===== src/rtl/sha_multiblock_ctrl.sv =====
// Multi-block sequencing controller: loads 16-word blocks into sche, paces comp through ROUNDS rounds, chains blocks.
// Optional watchdog abort is enabled by defining CTRL_TIMEOUT_EN.
module sha_multiblock_ctrl #(
  parameter int WORD_W         = 32,
  parameter int ROUNDS         = 64,
  parameter int BLOCK_WORDS    = 16,
  parameter int NBLK_W         = 8,
  parameter int TIMEOUT_CYCLES = 1024,
  localparam int RND_W         = $clog2(ROUNDS + 1)
) (
  input  logic              clk,
  input  logic              reset_n,
  input  logic              start,
  input  logic [NBLK_W-1:0] num_blocks,
  input  logic [WORD_W-1:0] wrapper_data,
  input  logic              wrapper_data_valid,
  output logic              wrapper_data_request,
  output logic [WORD_W-1:0] message_word_in,
  output logic [3:0]        message_word_addr,
  output logic              write_enable_in,
  output logic              start_to_sche,
  output logic              start_to_comp,
  output logic              first_block,
  output logic [RND_W-1:0]  round_t,
  input  logic [WORD_W-1:0] Wt_from_sche,
  output logic [WORD_W-1:0] Wt_to_comp,
  input  logic              STN_from_comp,
  output logic              STN_to_sche,
  input  logic              done_from_comp,
  output logic [NBLK_W-1:0] block_idx,
  output logic              busy,
  output logic              done,
  output logic              err
);

  localparam logic [2:0] S_IDLE      = 3'd0;
  localparam logic [2:0] S_LOAD      = 3'd1;
  localparam logic [2:0] S_KICK      = 3'd2;
  localparam logic [2:0] S_ROUND     = 3'd3;
  localparam logic [2:0] S_WAIT_DONE = 3'd4;
  localparam logic [2:0] S_FINISH    = 3'd5;

  localparam logic [3:0]       LP_LAST_WORD = 4'(BLOCK_WORDS - 1);
  localparam logic [RND_W-1:0] LP_LAST_RND  = RND_W'(ROUNDS - 1);

  logic [2:0]        r_state;
  logic [NBLK_W-1:0] r_nblk;
  logic [3:0]        r_load_cnt;
  logic              r_req;
  logic [WORD_W-1:0] r_wdata;
  logic [3:0]        r_waddr;
  logic              r_we;
  logic              r_sts;
  logic              r_stc;
  logic              r_first;
  logic [RND_W-1:0]  r_round;
  logic [WORD_W-1:0] r_wt;
  logic [NBLK_W-1:0] r_bidx;
  logic              r_busy;
  logic              r_done;
  logic              r_err;

  logic              w_start_ok;
  logic              w_accept;
  logic              w_last_word;
  logic              w_stn_round;
  logic              w_last_round;
  logic              w_done_wait;
  logic [NBLK_W-1:0] w_nblk_m1;
  logic              w_last_block;
  logic              w_timeout;
  logic [2:0]        w_state_fsm;
  logic [2:0]        w_state_nxt;

  assign w_start_ok   = (r_state == S_IDLE) && start && (num_blocks != '0);
  assign w_accept     = (r_state == S_LOAD) && r_req && wrapper_data_valid;
  assign w_last_word  = w_accept && (r_load_cnt == LP_LAST_WORD);
  assign w_stn_round  = (r_state == S_ROUND) && STN_from_comp;
  assign w_last_round = w_stn_round && (r_round == LP_LAST_RND);
  assign w_done_wait  = (r_state == S_WAIT_DONE) && done_from_comp;
  assign w_nblk_m1    = r_nblk - NBLK_W'(1);
  assign w_last_block = (r_bidx == w_nblk_m1);

  always_comb begin
    w_state_fsm = r_state;
    case (r_state)
      S_IDLE:      if (w_start_ok) w_state_fsm = S_LOAD;
      S_LOAD:      if (w_last_word) w_state_fsm = S_KICK;
      S_KICK:      w_state_fsm = S_ROUND;
      S_ROUND:     if (w_last_round) w_state_fsm = S_WAIT_DONE;
      S_WAIT_DONE: if (done_from_comp) w_state_fsm = w_last_block ? S_FINISH : S_LOAD;
      S_FINISH:    w_state_fsm = S_IDLE;
      default:     w_state_fsm = S_IDLE;
    endcase
  end

  assign w_state_nxt = w_timeout ? S_IDLE : w_state_fsm;

`ifdef CTRL_TIMEOUT_EN
  localparam int TMO_W = $clog2(TIMEOUT_CYCLES + 1);
  localparam logic [TMO_W-1:0] LP_TMO_LAST = TMO_W'(TIMEOUT_CYCLES - 1);

  logic [TMO_W-1:0] r_wdog;
  logic             w_counting;
  logic             w_progress;

  assign w_counting = (r_state == S_LOAD) || (r_state == S_ROUND) || (r_state == S_WAIT_DONE);
  assign w_progress = w_accept || STN_from_comp || done_from_comp || (w_state_fsm != r_state);
  assign w_timeout  = w_counting && !w_progress && (r_wdog == LP_TMO_LAST);

  always_ff @(posedge clk or negedge reset_n) begin
    if (!reset_n) begin
      r_wdog <= '0;
    end else if (!w_counting || w_progress || w_timeout) begin
      r_wdog <= '0;
    end else begin
      r_wdog <= r_wdog + TMO_W'(1);
    end
  end
`else
  logic w_unused_tmo;
  assign w_unused_tmo = (TIMEOUT_CYCLES > 0);
  assign w_timeout    = 1'b0;
`endif

  always_ff @(posedge clk or negedge reset_n) begin
    if (!reset_n) begin
      r_state    <= S_IDLE;
      r_nblk     <= '0;
      r_load_cnt <= '0;
      r_req      <= 1'b0;
      r_wdata    <= '0;
      r_waddr    <= '0;
      r_we       <= 1'b0;
      r_sts      <= 1'b0;
      r_stc      <= 1'b0;
      r_first    <= 1'b0;
      r_round    <= '0;
      r_wt       <= '0;
      r_bidx     <= '0;
      r_busy     <= 1'b0;
      r_done     <= 1'b0;
      r_err      <= 1'b0;
    end else begin
      r_state <= w_state_nxt;
      r_req   <= (w_state_nxt == S_LOAD);
      r_we    <= w_accept;
      r_sts   <= w_last_word;
      r_stc   <= w_last_word;
      r_done  <= w_done_wait && w_last_block;
      r_err   <= w_timeout;

      if (w_start_ok) begin
        r_nblk     <= num_blocks;
        r_bidx     <= '0;
        r_first    <= 1'b1;
        r_busy     <= 1'b1;
        r_load_cnt <= '0;
      end

      if (w_accept) begin
        r_wdata    <= wrapper_data;
        r_waddr    <= r_load_cnt;
        r_load_cnt <= r_load_cnt + 4'd1;
      end

      // Round index restarts as the block is kicked and freezes at ROUNDS afterwards.
      if (w_last_word) begin
        r_round <= '0;
      end else if (w_stn_round) begin
        r_wt    <= Wt_from_sche;
        r_round <= r_round + RND_W'(1);
      end

      if (w_done_wait) begin
        if (w_last_block) begin
          r_busy <= 1'b0;
        end else begin
          r_bidx     <= r_bidx + NBLK_W'(1);
          r_first    <= 1'b0;
          r_load_cnt <= '0;
        end
      end

      if (w_timeout) begin
        r_busy <= 1'b0;
      end
    end
  end

  assign wrapper_data_request = r_req;
  assign message_word_in      = r_wdata;
  assign message_word_addr    = r_waddr;
  assign write_enable_in      = r_we;
  assign start_to_sche        = r_sts;
  assign start_to_comp        = r_stc;
  assign first_block          = r_first;
  assign round_t              = r_round;
  assign Wt_to_comp           = r_wt;
  assign STN_to_sche          = STN_from_comp;
  assign block_idx            = r_bidx;
  assign busy                 = r_busy;
  assign done                 = r_done;
  assign err                  = r_err;

endmodule


===== config.mk =====
export PLATFORM = sky130hd
export DESIGN_NAME = sha_multiblock_ctrl
export DESIGN_NICKNAME = d
export VERILOG_FILES = /design/src/rtl/sha_multiblock_ctrl.sv
export SDC_FILE = /design/constraint.sdc
export NUM_CORES = 1
export LEC_CHECK = 0
export ABC_AREA = 1
export CAP_MARGIN = 40
export CORE_ASPECT_RATIO = 1.25
export CORE_MARGIN = 5
export CORE_UTILIZATION = 45
export CTS_BUF_LIST = sky130_fd_sc_hd__clkbuf_4 sky130_fd_sc_hd__clkbuf_8 sky130_fd_sc_hd__clkbuf_16
export DETAILED_ROUTE_END_ITERATION = 10
export PLACE_DENSITY = 0.81
export SYNTH_ARGS = -nofsm -noshare
export SYNTH_HDL_FRONTEND = slang
export SYNTH_SLANG_ARGS = --single-unit

===== constraint.sdc =====
create_clock -name clk -period 5.3 [get_ports clk]
set_clock_uncertainty 0.05 [all_clocks]
set_input_delay 1.06 -clock clk [delete_from_list [all_inputs] [get_ports clk]]
set_output_delay 1.06 -clock clk [all_outputs]
set_load 0.05 [all_outputs]

### Word level (Yosys, flattened, before mapping)

Index checks and enable logic that the tools add are counted.

| storage, ports and cells | value |
|---|---|
| register bits after elaboration | 104 |
| input port bits | 78 |
| word-level logic and storage cells | 61 |

| operators by class | value |
|---|---|
| add/sub/neg operators | 4 |
| equal/unequal tests | 8 |
| muxes and demuxes | 21 |
| bitwise logic cells | 1 |
| reductions and logical operators | 13 |

Operator list:

| cell | count |
|---|---|
| $mux 8 | 3 |
| $mux 4 | 4 |
| $mux 3 | 5 |
| $pmux 3 s5 | 1 |
| $mux 7 | 2 |
| $logic_and 1x1->1 | 9 |
| $add 8x1->8 const B | 1 |
| $eq 8x8->1 | 1 |
| $reduce_bool 8->1 | 1 |
| $sub 8x1->8 const B | 1 |
| $add 7x1->7 const B | 1 |
| $eq 7x6->1 const B | 1 |
| $eq 3x1->1 const B | 2 |
| $eq 3x2->1 const B | 2 |
| $mux 1 | 6 |
| $add 4x1->4 const B | 1 |
| $eq 4x4->1 const B | 1 |
| $eq 3x3->1 const B | 1 |
| $logic_not 3->1 | 1 |
| $reduce_and 2->1 | 1 |
| $reduce_bool 2->1 | 1 |
| $not 1->1 | 1 |

### Logic depth before layout (Yosys ltp)

| depth | value |
|---|---|
| depth in word-level cells | 7 |
| gate-level depth with buffers | 14 |
| gate-level depth less buffers | 14 |

### Least setup slack after synthesis

Ideal clock, no wire load.

| timing path | value |
|---|---|
| path kind | input to output |
| start point | in STN_from_comp |
| end point | out STN_to_sche |
| arrival | 1.230 ns |
| required time | 4.190 ns |
| path slack | 2.960 ns |
| cell stages on the path | 1 |
| cells stage by stage | buf_4 |

RTL lines:

| element | RTL line | source |
|---|---|---|
| start: declaration | 27 | `input logic STN_from_comp,` |
| end: declaration | 28 | `output logic STN_to_sche,` |

No word-level cell between the ends.

### Final worst setup path

| timing path | value |
|---|---|
| start point | in STN_from_comp |
| end point | out STN_to_sche |

No word-level cell between the ends.

==> impl_metrics.toml <==
[worst_setup_path]
start_kind = "input pin"
crit_fanout = 2
cp.arrival_ns = 2.41
r2r_end = "r_state[0]$_DFF_PN0_"
critical_path.cell_chain = "clkdlybuf4s50_1 > clkdlybuf4s50_1"
critPathBufInv = 2
crit_family = "buffers and inverters"
cp_slowest_cell = "clkdlybuf4s50_1"
crit_required_ns = 4.19
r2r-start = "r_state[2]$_DFF_PN0_"
r2r_slack_ns = 2.88
end_kind = "primary output"
cpMostUsedCell = "clkdlybuf4s50_1"
worstSetupPathType = "input pin to primary output"
reg2reg_depth = 8
critPathMaxStageDelay_ns = 0.82

[pwr]
p_sw_frac = 0.486
netSwitchingPower_w = 0.00212
internal_power_w = 0.00224
p_per_area_nw_per_um2 = 644
p_leak_nw = 3.35
p_clk_frac = 0.147
p_comb_frac = 0.550
seqPwrFrac = 0.303
irDropWorstVdd_uv = 358

[synth]
yosysWarnings = 0
synth_cells = 586
syn_area_um2 = 4700
ys_types = 33
synth.avg_cell_area_um2 = 8.02
syn-num-nets = 668
ys_seq_area_frac = 0.553
ys_seq_elements = 104

[route]
viasPerCell = 4.88
route.vias.total = 4302
drt_iter0_drc = 189
firstDrtPassIters = 5
wl_per_cell_um = 14.4
drc_errors = 0
routed_wl_um = 12700
antenna_left = 0

[clock_tree]
clock_path_buffers = 2
clock_latency_ns = 0.34
numCtsBuffers = 9
cts.sinks = 104
htreeDepth = 3
post_cts_buffers = 0
cts.repair.resized = 0
cts_hold_buf = 0
clkTransAtPathRegs_ns = 0.07
cts_root_buf = "clkbuf_16"
cts_tree = "built"

[grt]
grt_pass1_wl_um = 21000
grt_max_degree = 64
grt_use_met3 = 0.0857
grt_use_met1 = 0.242
globalRouteOverflowTotal = 0
antenna_found_initial = 0
use_met2 = 0.343
busiest_layer = "met2"
track_usage = 0.209
grt_pass1_vias = 4441

[min_path]
worstHoldPathCells = 2
min_to = "message_word_in[4]$_DFFE_PN0N_"
hold_start = "message_word_in[4]$_DFFE_PN0N_"
hold_class = "register to register"

[timing]
hold_viol = 0
fin_ws_ns = 1.78
rsz0062_at_grt = "no"
tns_ns = 0
tightest_slew_ns = 0.892
setup_viol = 0
max_freq_mhz = 284
slew_headroom = 0.405
slew_violations = 0
period_needed_ns = 3.52
post-route-period-util = 0.664

[finish]
diodes = 0
fin_cells = 882
drive_above_1_share = 0.0651
fill_cells = 840
final_util = 0.666
nNetsFinal = 830
area_growth_pct = 43.9

[die]
ioPinCount = 170
die_width_um = 101
rows = 41
coreArea_um2 = 10200
start_util = 0.463
die_height_um = 124
dieArea_um2 = 12600

[placement]
portBuffers = 168
place.detailed.hpwl_um = 9450
dp_slack_ns = 1.79
place_congestion = 0.852
dp_cells = 866

[run]
cap_violations = 0

[run_status]
status = "completed"
-- synth_stat cells (all sizes together) --
master / count / share of area
nand2: 301 / 0.24
dfrtp: 104 / 0.55
nor2: 45 / 0.042
inv: 40 / 0.032
nand3: 25 / 0.031
o21ai: 19 / 0.020
buf: 12 / 0.014
clkbuf: 8 / 0.0064
xor2: 7 / 0.013
xnor2: 5 / 0.0093
ha: 4 / 0.011
nor3: 4 / 0.0053
a21oi: 2 / 0.0021
o22ai: 2 / 0.0027
or2: 2 / 0.0027
a22o: 1 / 0.0019
a22oi: 1 / 0.0016
conb: 1 / 0.00080
nand4: 1 / 0.0013
o21a: 1 / 0.0016
o41ai: 1 / 0.0035
-- cell type report --
cell class	count	area [µm²]	area share
Timing Repair Buffer	171	1710	0.253
Tap cell	129	161	0.0238
Sequential cell	104	2600	0.385
Inverter	40	150	0.0222
Clock inverter	3	25.0	0.00370
Clock buffer	13	268	0.0396
Multi-Input combinational cell	422	1850	0.274
-- worst reg2reg max path, delay by kind of cell (launching register included) --
family,cells,cell delay [ns]
AO/OA/AOI/OAI,1,0.28
buffers and inverters,3,0.79
flip-flops,1,0.41
AND/OR/NAND/NOR,4,0.76
-- sequential cells by signal, summed over array words and instances (netlist names) --
name                  cells
r_load_cnt                4
r_state                   3
r_nblk                    8
first_block               1
message_word_in          32
message_word_addr         4
block_idx                 8
round_t                   7
Wt_to_comp               32
write_enable_in           1
start_to_comp             1
done                      1
busy                      1
wrapper_data_request      1
-- layout by cell type, fill, tap and decap left out, drive strengths merged --
cell type and count:
o21ai 19, nand2 301, a21oi 2, dfrtp 104
conb 1, o21a 1, or2 2, a22o 1
clkinv 1, clkbuf 13, o22ai 2, inv 41
nor2 45, clkdlybuf4s50 167, o41ai 1, nand4 1
xor2 7, nor3 4, ha 4, a22oi 1
buf 4, nand3 25, clkinvlp 1, xnor2 5
-- per-layer routing --
metal / part of all wire / vias to the layer above
met3: 0.091 / 25
met2: 0.50 / 159
met5: 0 / -
li1: - / 2108
met4: 0.027 / 0
met1: 0.38 / 2010
-- worst max path at each step --
stage,cells past startpoint,slack [ns],from,endpoint
after floorplan,1,2.96,STN_from_comp,STN_to_sche
after global placement,2,1.79,STN_from_comp,STN_to_sche
after detailed placement,2,1.79,STN_from_comp,STN_to_sche
after CTS,2,1.78,STN_from_comp,STN_to_sche
after global routing,2,1.76,STN_from_comp,STN_to_sche
final,2,1.78,STN_from_comp,STN_to_sche
-- through the flow --
step | instance area, µm² | hold slack, ns | power [W]
after floorplan | 4700 | 0.413 | 0.00291
after global placement | 6460 | 0.403 | 0.00367
after detailed placement | 6470 | 0.408 | 0.00374
after CTS | 6770 | 0.426 | 0.00440
after global routing | 6770 | 0.454 | 0.00464
final | 6770 | 0.420 | 0.00436
-- cells by family after synthesis --
group	count (synthesis)	share of synthesized area
compound gates	27	0.0335
xor+xnor	12	0.0224
buf+inv	60	0.0527
other cells	1	0.000798
flops	104	0.553
fa+ha+maj	4	0.0106
simple gates	378	0.327
-- power groups by stage --
stage	logic [W]	clock network (W)	registers, W
after floorplan	0.000669	0	0.00224
after global placement	0.00236	0	0.00131
after detailed placement	0.00241	0	0.00133
after CTS	0.00242	0.000658	0.00132
after global routing	0.00258	0.000694	0.00137
final	0.00240	0.000639	0.00132
Power figures use the tool's default switching activity.
